===== config.mk =====
export PLATFORM = sky130hd
export DESIGN_NAME = pipe_reg_fd_skid
export DESIGN_NICKNAME = d
export VERILOG_FILES = /design/src/rtl/pipe_reg_fd_skid.sv
export SDC_FILE = /design/constraint.sdc
export NUM_CORES = 1
export LEC_CHECK = 0
export CORE_UTILIZATION = 34
export DETAILED_ROUTE_END_ITERATION = 8
export PLACE_DENSITY = 0.66
export SETUP_SLACK_MARGIN = 0.2
export SYNTH_ARGS = -nofsm -noshare
export SYNTH_HDL_FRONTEND = slang
export SYNTH_SLANG_ARGS = --single-unit

===== constraint.sdc =====
create_clock -name clk -period 8.4 [get_ports clk]
set_clock_uncertainty 0.15 [all_clocks]
set_input_delay 1.26 -clock clk [delete_from_list [all_inputs] [get_ports clk]]
set_output_delay 1.26 -clock clk [all_outputs]
set_load 0.005 [all_outputs]

===== src/rtl/pipe_reg_fd_skid.sv =====
// Fetch/decode pipeline register with skid FIFO, deferred flush and perf counters.
// Ports:
//   clk, rst            : clock, async active-high reset
//   in_valid/inst/pc    : fetch offer
//   in_ready            : accept when skid FIFO is not full
//   jb, stall, waiting  : flush, hazard stall, memory wait
//   out_valid/inst/pc   : registered instruction to ID
//   stall_cnt/flush_cnt : saturating event counters
module pipe_reg_fd_skid #(
    parameter int          XLEN       = 64,
    parameter int          SKID_DEPTH = 2,
    parameter logic [31:0] NOP_INST   = 32'h00000013,
    parameter int          CNT_W      = 16
) (
    input  logic             clk,
    input  logic             rst,
    input  logic             in_valid,
    input  logic [31:0]      in_inst,
    input  logic [XLEN-1:0]  in_pc,
    output logic             in_ready,
    input  logic             jb,
    input  logic             stall,
    input  logic             waiting,
    output logic             out_valid,
    output logic [31:0]      out_inst,
    output logic [XLEN-1:0]  out_pc,
    output logic [CNT_W-1:0] stall_cnt,
    output logic [CNT_W-1:0] flush_cnt
);

    localparam int PW = (SKID_DEPTH > 1) ? $clog2(SKID_DEPTH) : 1;
    localparam int CW = $clog2(SKID_DEPTH + 1);
    localparam logic [PW-1:0] LAST = PW'(SKID_DEPTH - 1);
    localparam logic [CW-1:0] FULL = CW'(SKID_DEPTH);

    logic [31:0]     skid_inst [SKID_DEPTH];
    logic [XLEN-1:0] skid_pc   [SKID_DEPTH];
    logic [PW-1:0]   wr_ptr;
    logic [PW-1:0]   rd_ptr;
    logic [CW-1:0]   count;
    logic            pend_flush;

    logic hold;
    logic acc;
    logic nonempty;
    logic push;
    logic pop;
    logic clear;

    function automatic logic [PW-1:0] inc(input logic [PW-1:0] p);
        return (p == LAST) ? '0 : p + 1'b1;
    endfunction

    // in_ready depends only on registered occupancy
    assign in_ready = (count < FULL);
    assign hold     = stall | waiting;
    assign acc      = in_valid & in_ready;
    assign nonempty = (count != '0);

    // Push while held (unless a flush is pending) or behind a draining skid
    always_comb begin
        push  = 1'b0;
        pop   = 1'b0;
        clear = 1'b0;
        if (jb) begin
            clear = 1'b1;
        end else if (hold) begin
            push = acc & ~pend_flush;
        end else if (pend_flush) begin
            clear = 1'b1;
        end else begin
            pop  = nonempty;
            push = acc & nonempty;
        end
    end

    always_ff @(posedge clk) begin
        if (push) begin
            skid_inst[wr_ptr] <= in_inst;
            skid_pc[wr_ptr]   <= in_pc;
        end
    end

    always_ff @(posedge clk or posedge rst) begin
        if (rst) begin
            wr_ptr <= '0;
            rd_ptr <= '0;
            count  <= '0;
        end else if (clear) begin
            wr_ptr <= '0;
            rd_ptr <= '0;
            count  <= '0;
        end else begin
            if (push) wr_ptr <= inc(wr_ptr);
            if (pop)  rd_ptr <= inc(rd_ptr);
            if (push && !pop)      count <= count + 1'b1;
            else if (pop && !push) count <= count - 1'b1;
        end
    end

    always_ff @(posedge clk or posedge rst) begin
        if (rst) begin
            out_valid  <= 1'b0;
            out_inst   <= NOP_INST;
            out_pc     <= '0;
            pend_flush <= 1'b0;
        end else if (jb) begin
            // A flush under hold is remembered and applied on release
            pend_flush <= hold;
            if (!hold) begin
                out_valid <= 1'b0;
                out_inst  <= NOP_INST;
                out_pc    <= '0;
            end
        end else if (hold) begin
            pend_flush <= pend_flush;
        end else if (pend_flush) begin
            pend_flush <= 1'b0;
            out_valid  <= 1'b0;
            out_inst   <= NOP_INST;
            out_pc     <= '0;
        end else if (nonempty) begin
            out_valid <= 1'b1;
            out_inst  <= skid_inst[rd_ptr];
            out_pc    <= skid_pc[rd_ptr];
        end else if (acc) begin
            out_valid <= 1'b1;
            out_inst  <= in_inst;
            out_pc    <= in_pc;
        end else begin
            out_valid <= 1'b0;
            out_inst  <= NOP_INST;
            out_pc    <= '0;
        end
    end

    always_ff @(posedge clk or posedge rst) begin
        if (rst) begin
            stall_cnt <= '0;
            flush_cnt <= '0;
        end else begin
            if (hold && out_valid && stall_cnt != '1)
                stall_cnt <= stall_cnt + 1'b1;
            if (jb && flush_cnt != '1)
                flush_cnt <= flush_cnt + 1'b1;
        end
    end

endmodule


==> summary by stage, run 1 <==
Power
The switching share of power is 21.9%. Overall power consumption after layout is estimated at 3.86 mW. The part of the power in registers is 47.7%. The power density over the cells is 226 mW/mm2. The worst-case IR drop observed on VDD is 0.123 mV. The net switching power of the design is between 0.8 and 0.9 mW.

The leakage power summed over all cells is between 6 and 7 nW. The part of the power in combinational logic is 9.3%. The internal power of the cells totals roughly 3 mW.

The clock network accounts for 43.0% of the total power.

Routing
The per-cell routed wire length is between 15 and 20 um. In this run the remaining antenna-violating nets after routing total 0. In the routed design, unresolved DRC markers number 0. The iteration count of the initial detailed-routing pass is 5. The via total after detailed routing is 8713. The via density per instance is 5.03. The iteration-0 DRC count of the detailed router is around 640. The overall routed net length is 32.0 mm.

Layout
For this run, the number of standard cells in the final layout without fillers is between 1500 and 2000. At the end of the flow, the number of nets in the layout was 1298. The signed area change from the synthesized netlist to the final layout is 30.3%.

After filler insertion, the fill cell instance count of the layout stands at 3411. The share of post-route cells with drive strength above 1 is around a tenth.

Clock tree
For the worst-skew pair, the clock arrives at the later sink with an insertion delay of just over 0.5 ns. The H-tree was split into 2 levels. The clock root buffer is clkbuf_16.

No sink is reached through more buffers than the 3 on the longest clock path. The total setup buffers inserted after CTS is 0. The number of buffers inserted for hold repair after clock tree synthesis is 0. The post-cts repair resize count is 0. TritonCTS built the clock tree. The number of buffers added by the clock tree synthesis step is 36. The clock net in this run drives a total of around 330 sinks. Clock-pin slew was measured on the worst setup and hold paths at 0.06 ns.

Worst hold path
The worst hold path belongs to the class reg -> reg. The number of cells traversed by the worst hold path is 2.

Placed design
The count of buffers from port buffering is 231. The placer congestion estimate is 0.778. Once placement completed, the tool counted placed cells totaling 1667. The detailed placer's ending HPWL is 19.0 mm.

STA
Static timing analysis puts the maximum clock frequency at 236 MHz. Setup repair after global routing left no endpoint under its margin. The transition time at the pin with the least slew margin is 0.970 ns. After layout, the worst path uses 50.5% of the clock period. The total count of hold-check failures in the final report came to 0. After routing, the total negative slack on setup checks comes to 0 ns. The worst relative slew slack is 35.3%.

The post-route worst hold slack is 0.331 ns. After layout, the minimum clock period comes to 4.24 ns. The count of pins over their slew limit is 0. The final number of setup-violating endpoints is 0.

Synth
The mapped netlist covers 0.0131 mm2. The average cell area after synthesis is ~13 um2. In this run, synthesis inferred 192 flip-flops with an integrated enable.

After synthesis, flip-flops and latches occupy 69.4% of the total area. Synthesis produced a netlist with a net count of 1083. After technology mapping, the gate count stands at 979. The number of synthesis warnings is 0. The number of different library cells in the post-synthesis netlist is 50.

In the synthesized netlist the async set-or-reset flop fraction comes to 41.1%. In this run, synthesis produced a sequential element count of 326. The most used flip-flop cell after synthesis is edfxtp_1.

Critical path
The critical path is of the in -> reg type. Counting cells, the worst reg-to-reg path comes to 5. STA puts the critical path data arrival time at 4.22 ns. The startpoint of the worst setup timing path is waiting. The startpoint identified for the worst register-to-register timing path is rd_ptr. Setup slack on the worst reg-to-reg path comes out at ~5.4 ns. For the worst setup path, the data required time is roughly 8.4 ns. The critical path startpoint category is an input port. The endpoint of the worst-slack reg-to-reg timing path is out_pc[37]. The type of destination of the critical path is a flop. The most critical setup path has its endpoint at skid_pc[0][52]. The worst-path maximum fanout is 50.

Global route
The number of antenna violations at the first check in global routing came to 3. Summed over all layers, the global routing overflow is 0. Global routing consumed, on the met3 layer, 3.41% of the routing resources. The largest net degree at the start of global routing is 79. After global routing, the most crowded layer is met2. The global-route wire length before repair is around 49 mm.

The via count of the first global-routing pass is 8508. The total routing resource utilization after global routing is 16.2%. For met1 alone, demand over resource in global routing was between 20% and 30%. The met2 capacity usage during global routing is roughly a quarter.

Floorplanning
The horizontal die dimension is a little under 200 um. The area enclosed by the die boundary is 0.0394 mm2. The top-level port count is approximately 230. The starting density of the core is 34.7%.

The floorplan step defined a core boundary enclosing 0.0378 mm2. In this run the core area contains 71 standard-cell rows. Measured along the y axis, the die boundary spans around 200 um.

Job
The reported max-cap violation count is 0.

Run status
The run finished with clean final reports.
==> logic make-up after synthesis <==
| family | Yosys count | synth area share (%) |
|---|---|---|
| adder cells (fa/ha/maj) | 2 | 0.190 |
| XOR/XNOR | 27 | 1.80 |
| AND/OR/NAND/NOR | 264 | 10.7 |
| AO/OA/AOI/OAI | 266 | 13.1 |
| flip-flops | 326 | 69.4 |
| buffers and inverters | 69 | 2.78 |
| multiplexers | 25 | 2.00 |
==> cell type report <==
cell class	instances	area, um2	share of cell area [%]
flip-flops and latches	326	9130	53.3
diodes	1	2.50	0.0146
well taps	511	639	3.74
inverters	4	20.0	0.117
repair buffers	242	2390	14.0
clock buffers	46	980	5.73
clock inverters	18	269	1.57
multi-input cells	584	3680	21.5
==> worst min path at each step <==
| stage | startpoint | endpoint | slack, ns |
|---|---|---|---|
| 4_1_cts | out_pc[36] | out_pc[36] | 0.34 |
| 3_5_place_dp | out_pc[36] | out_pc[36] | 0.32 |
| 6_report | out_pc[36] | out_pc[36] | 0.33 |
| 5_1_grt | stall_cnt[12] | stall_cnt[12] | 0.35 |
| 2_1_floorplan | out_pc[16] | out_pc[16] | 0.32 |
| 3_3_place_gp | out_pc[36] | out_pc[36] | 0.32 |
==> state kept, by name, summed over array words and instances, names as in the netlist, 2 cells and up <==
| register | count |
|---|---|
| out_inst | 32 |
| skid_inst | 64 |
| flush_cnt | 16 |
| skid_pc | 128 |
| count | 2 |
| stall_cnt | 16 |
| out_pc | 64 |
==> cells in the mapped netlist (2+ instances only) <==
cell | count | area (um2)
xnor2_1 | 17 | 149
nor2_4 | 3 | 33.8
mux2i_1 | 18 | 180
o21ai_1 | 50 | 250
buf_6 | 9 | 101
ha_1 | 2 | 25.0
buf_1 | 3 | 11.3
nor2b_1 | 76 | 475
o21ai_0 | 28 | 140
nand4_1 | 11 | 68.8
mux2_2 | 5 | 56.3
inv_1 | 4 | 15.0
a31oi_1 | 4 | 25.0
nand3_1 | 11 | 55.1
buf_4 | 4 | 30.0
or2_1 | 2 | 12.5
and2_1 | 3 | 18.8
nand3_2 | 2 | 20.0
a21oi_1 | 63 | 315
dfstp_2 | 3 | 78.8
nor3_1 | 5 | 25.0
dfrtp_1 | 131 | 3280
a221o_1 | 18 | 180
nand2_1 | 95 | 357
and4_1 | 6 | 52.6
xor2_1 | 10 | 87.6
clkbuf_1 | 30 | 113
buf_2 | 19 | 95.1
nor2_1 | 31 | 116
a21oi_2 | 21 | 184
and3_1 | 9 | 56.3
a211oi_1 | 76 | 571
nand4_2 | 2 | 25.0
edfxtp_1 | 192 | 5770
==> power groups by stage <==
stage | Sequential (mW) | Clock, mW | Combinational [mW]
floorplan | 1.86 | 0 | 0.137
global placement | 1.87 | 0 | 0.356
detailed placement | 1.87 | 0 | 0.364
CTS | 1.84 | 1.70 | 0.365
global route | 1.85 | 1.76 | 0.393
finish | 1.84 | 1.66 | 0.360
==> through the flow <==
stage	instance area (um2)	utilization, %	setup WS (ns)
final	17100	45.2	4.16
after global routing	17100	45.2	3.95
after CTS	17100	45.2	4.16
after detailed placement	15900	41.9	3.61
after global placement	15900	41.9	3.60
after floorplan	13100	-	1.99
==> metal layers <==
layer  routed length (um)  up-vias
li1                     -     4051
met3                 2140       42
met4                  546        4
met5                   27        -
met1                14900     4329
met2                14300      287
==> placed cells by master, fill, tap and decap left out, drive strengths merged, types with 2 or more instances in the layout <==
| cell | netlist | layout |
|---|---|---|
| o211ai | 2 | 2 |
| clkinv | 0 | 10 |
| clkdlybuf4s50 | 0 | 231 |
| xor2 | 10 | 10 |
| dfstp | 3 | 3 |
| bufinv | 0 | 7 |
| and3 | 10 | 10 |
| a211oi | 76 | 76 |
| and4 | 6 | 6 |
| a221o | 18 | 18 |
| edfxtp | 192 | 192 |
| a21oi | 84 | 84 |
| inv | 4 | 5 |
| mux2 | 7 | 7 |
| nor2b | 76 | 76 |
| o21ai | 79 | 79 |
| clkbuf | 30 | 46 |
| nor2 | 35 | 35 |
| buf | 35 | 11 |
| ha | 2 | 2 |
| a31oi | 4 | 4 |
| nand2 | 95 | 95 |
| nand4 | 13 | 13 |
| xnor2 | 17 | 17 |
| nor3 | 5 | 5 |
| dfrtp | 131 | 131 |
| or2 | 2 | 2 |
| and2 | 3 | 3 |
| nand3 | 13 | 13 |
| mux2i | 18 | 18 |
==> worst max-delay path, cell delays in order <==
cell and delay [ns]:
clkdlybuf4s50_1 0.59, or2_4 0.63, o211ai_2 0.25, nor2_4 0.12, buf_4 0.54, buf_4 0.70
(Power assumes the default switching activity.)
==> run 2: changes to the inputs <==
- clock period: 8.4 -> 4.45 ns (I/O delays scaled with it)
==> run 2 against run 1 <==
  * Register-to-register slack worse by 3.4 ns
  * Core utilization hardly changed
  * Cell area barely moved
  * Sequential power grew 90%
  * Sequential cell count unchanged
  * Non-clock buffer count grew 3
  * Combinational power is 89% higher
  * Die area stayed put
  * Sequential share of layout area hardly changed
  * Critical endpoint is now out_pc[6]
  * Largest power group unchanged
==> summary by stage, run 2 (synthesis gave the netlist of run 1 again) <==
Layout
The top cell types in the final layout, fill and taps aside, are clkdlybuf4s50_1 (231), edfxtp_1 (192), dfrtp_1 (130). The largest registers in the layout are skid_pc x128, out_pc x64, skid_inst x64. The share of post-route cells with drive strength above 1 is 9.70%.

The count of inserted antenna diode cells is 0. Relative to the synthesized area, the layout overhead comes to 30.1%. Leaving out fill and tap cells, the most frequent cell in the layout is clkdlybuf4s50_1.

The register with the most flip-flops in the layout has 128 of them. The register ranked first by flip-flop count is skid_pc. In the final design database the tool counted about 1300 nets.

Critical path
STA classifies the critical path endpoint as a flop. The worst setup path is of the in -> reg kind. At the worst endpoint, the required time is 4.74 ns. STA classifies the critical path startpoint as an input port. The worst-path maximum fanout is 65. Data on the critical path arrives at its endpoint at 2.97 ns. The reg-to-reg setup timing slack is 2.02 ns. The worst reg2reg path depth is 4.

Power
The overall power after layout is 7.06 mW. For this design the static power due to leakage is ~6.1 nW. Dividing total power by cell area gives a power density of 413 mW/mm2.

VDD sags by at most 0.246 mV.

Clock tree
The total setup buffers inserted after CTS is 0. No sink is reached through more buffers than the 3 on the longest clock path. The H-tree was split into 2 levels.

At the later pin of the worst-skew pair, clock insertion delay measures between 0.5 and 0.6 ns. Gates resized during post-CTS repair numbered 0. After clock tree synthesis, the flow added hold-fix buffers numbering 0. TritonCTS built the clock tree. Clock tree synthesis selected as its root buffer the cell clkbuf_16. The clock net in this run drives a total of 326 sinks.

Clock-pin slew was measured on the worst setup and hold paths at 0.05 ns. Clock tree synthesis inserted a total of 37 buffers.

STA
The final number of setup-violating endpoints is 0. Measured against its own limit, the worst slew margin works out to 22.1%. The total count of hold-check failures in the final report was 0. The count of pins over their slew limit is 0. At the pin with the least slew margin, the transition time is 1.17 ns. Based on the critical path, the design can be clocked at up to between 300 and 400 MHz. The clock period could shrink to 2.68 ns.

Setup repair after global routing left no endpoint under its margin. Hold timing on the final database bottoms out at a slack of 0.331 ns. The share of the clock period used by the worst path is between 60% and 70%.

Run status
The flow ran to the end, and the final reports show no timing, DRC or antenna violations.

Routing
Before antenna repair, the detailed router went through 5 iterations. Dividing the detail-routed wire length by the instance count gives 18.2 um. The via total after detailed routing is 8740. After the first detailed-routing iteration, the DRC count stood at 526. The number of antenna-violating nets in the routed design is 0.

The overall routed net length is 31.6 mm. In the routed design, unresolved DRC markers number 0. Using the TritonRoute via totals, the vias-per-cell ratio works out to 5.03.

Floorplanning
The starting density of the core is about a third. From left edge to right edge, the die measures a little under 200 um. The area enclosed by the die boundary is 0.0394 mm2. The die outline height is 199 um. After floorplanning, the core was sized to cover 0.0378 mm2. The floorplan has 71 rows. For this design the top-level I/O count stands at around 230.

Worst hold path
The tightest min-delay check is of the reg -> reg type. The number of cells traversed by the worst hold path is 2.

Global route
The first global-routing pass estimated 50.0 mm of wire. Entering global routing, the biggest net connects between 90 and 100 pins. The number of antenna violations at the first check in global routing is 1.

The total overflow left after global routing is 0. The via count of the first global-routing pass is 8847. Global routing used 16.3% of the available tracks.

Job
The reported max-cap violation count is 0.

Placed design
During placement, the flow inserted port buffers numbering 231. The detailed placer's ending HPWL is 19.0 mm. The placer congestion estimate is 0.776.
## run 2: cell types whose count changed in the layout (fill, tap and decap cells not counted)
cell,previous run,this run
diode_2,1,0
buf_4,11,10
bufinv_16,7,1
clkbuf_8,2,3
inv_6,2,1
clkinv_4,1,0
clkinv_1,3,1
clkinvlp_4,0,3
buf_12,0,4
clkbuf_1,7,12
clkinv_2,6,9
clkbuf_16,37,39
## run 2: through the flow
step / area [um2] / util, % / setup slack (ns) / setup TNS (ns) / std cells
floorplan: 13100 / - / -1.37 / -263.28 / 979
global placement: 15900 / 42.1 / 1.27 / 0 / 1670
detailed placement: 15900 / 42.1 / 1.25 / 0 / 1670
CTS: 17100 / 45.2 / 1.77 / 0 / 1738
global route: 17100 / 45.2 / 1.67 / 0 / 1738
finish: 17100 / 45.2 / 1.77 / 0 / 1738
## run 2: path summary, 6_finish.rpt
check                             from             to
hold / removal             out_inst[2]    out_inst[2]
setup reg to reg              count[1]     out_pc[37]
hold reg to reg            out_inst[2]    out_inst[2]
max in group asynchronous          rst   out_inst[15]
setup / recovery               waiting      out_pc[6]
min in group asynchronous          rst  stall_cnt[11]
## run 2: where the power goes
part	switching (mW)	total, mW	leakage, nW	internal [mW]
Clock	1.17	2.89	0.572	1.72
Combinational	0.301	0.681	2.00	0.379
Sequential	0.132	3.49	3.55	3.35
Total	1.61	7.06	6.13	5.45
## run 2: cell type report
cell class / instances / area [um2]
clock buffers: 54 / 1060
clock inverters: 14 / 103
flip-flops and latches: 326 / 9130
fillers: 3423 / 20700
well taps: 511 / 639
inverters: 4 / 18.8
repair buffers: 245 / 2470
multi-input cells: 584 / 3680
## run 2: worst max-delay path, cell delays in order
cell             delay [ns]
clkdlybuf4s50_1        0.51
nor2_4                 0.30
and3_4                 0.85
buf_4                  0.32
a21oi_2                0.07
o21ai_1                0.17
## run 2: per-layer routing
layer / up-vias / wire (um) / track usage, %
li1: 4061 / - / -
met3: 39 / 2040 / 3.53
met4: 2 / 564 / 4.62
met1: 4349 / 14200 / 22.4
met2: 289 / 14800 / 26.0
met5: - / 13 / 0
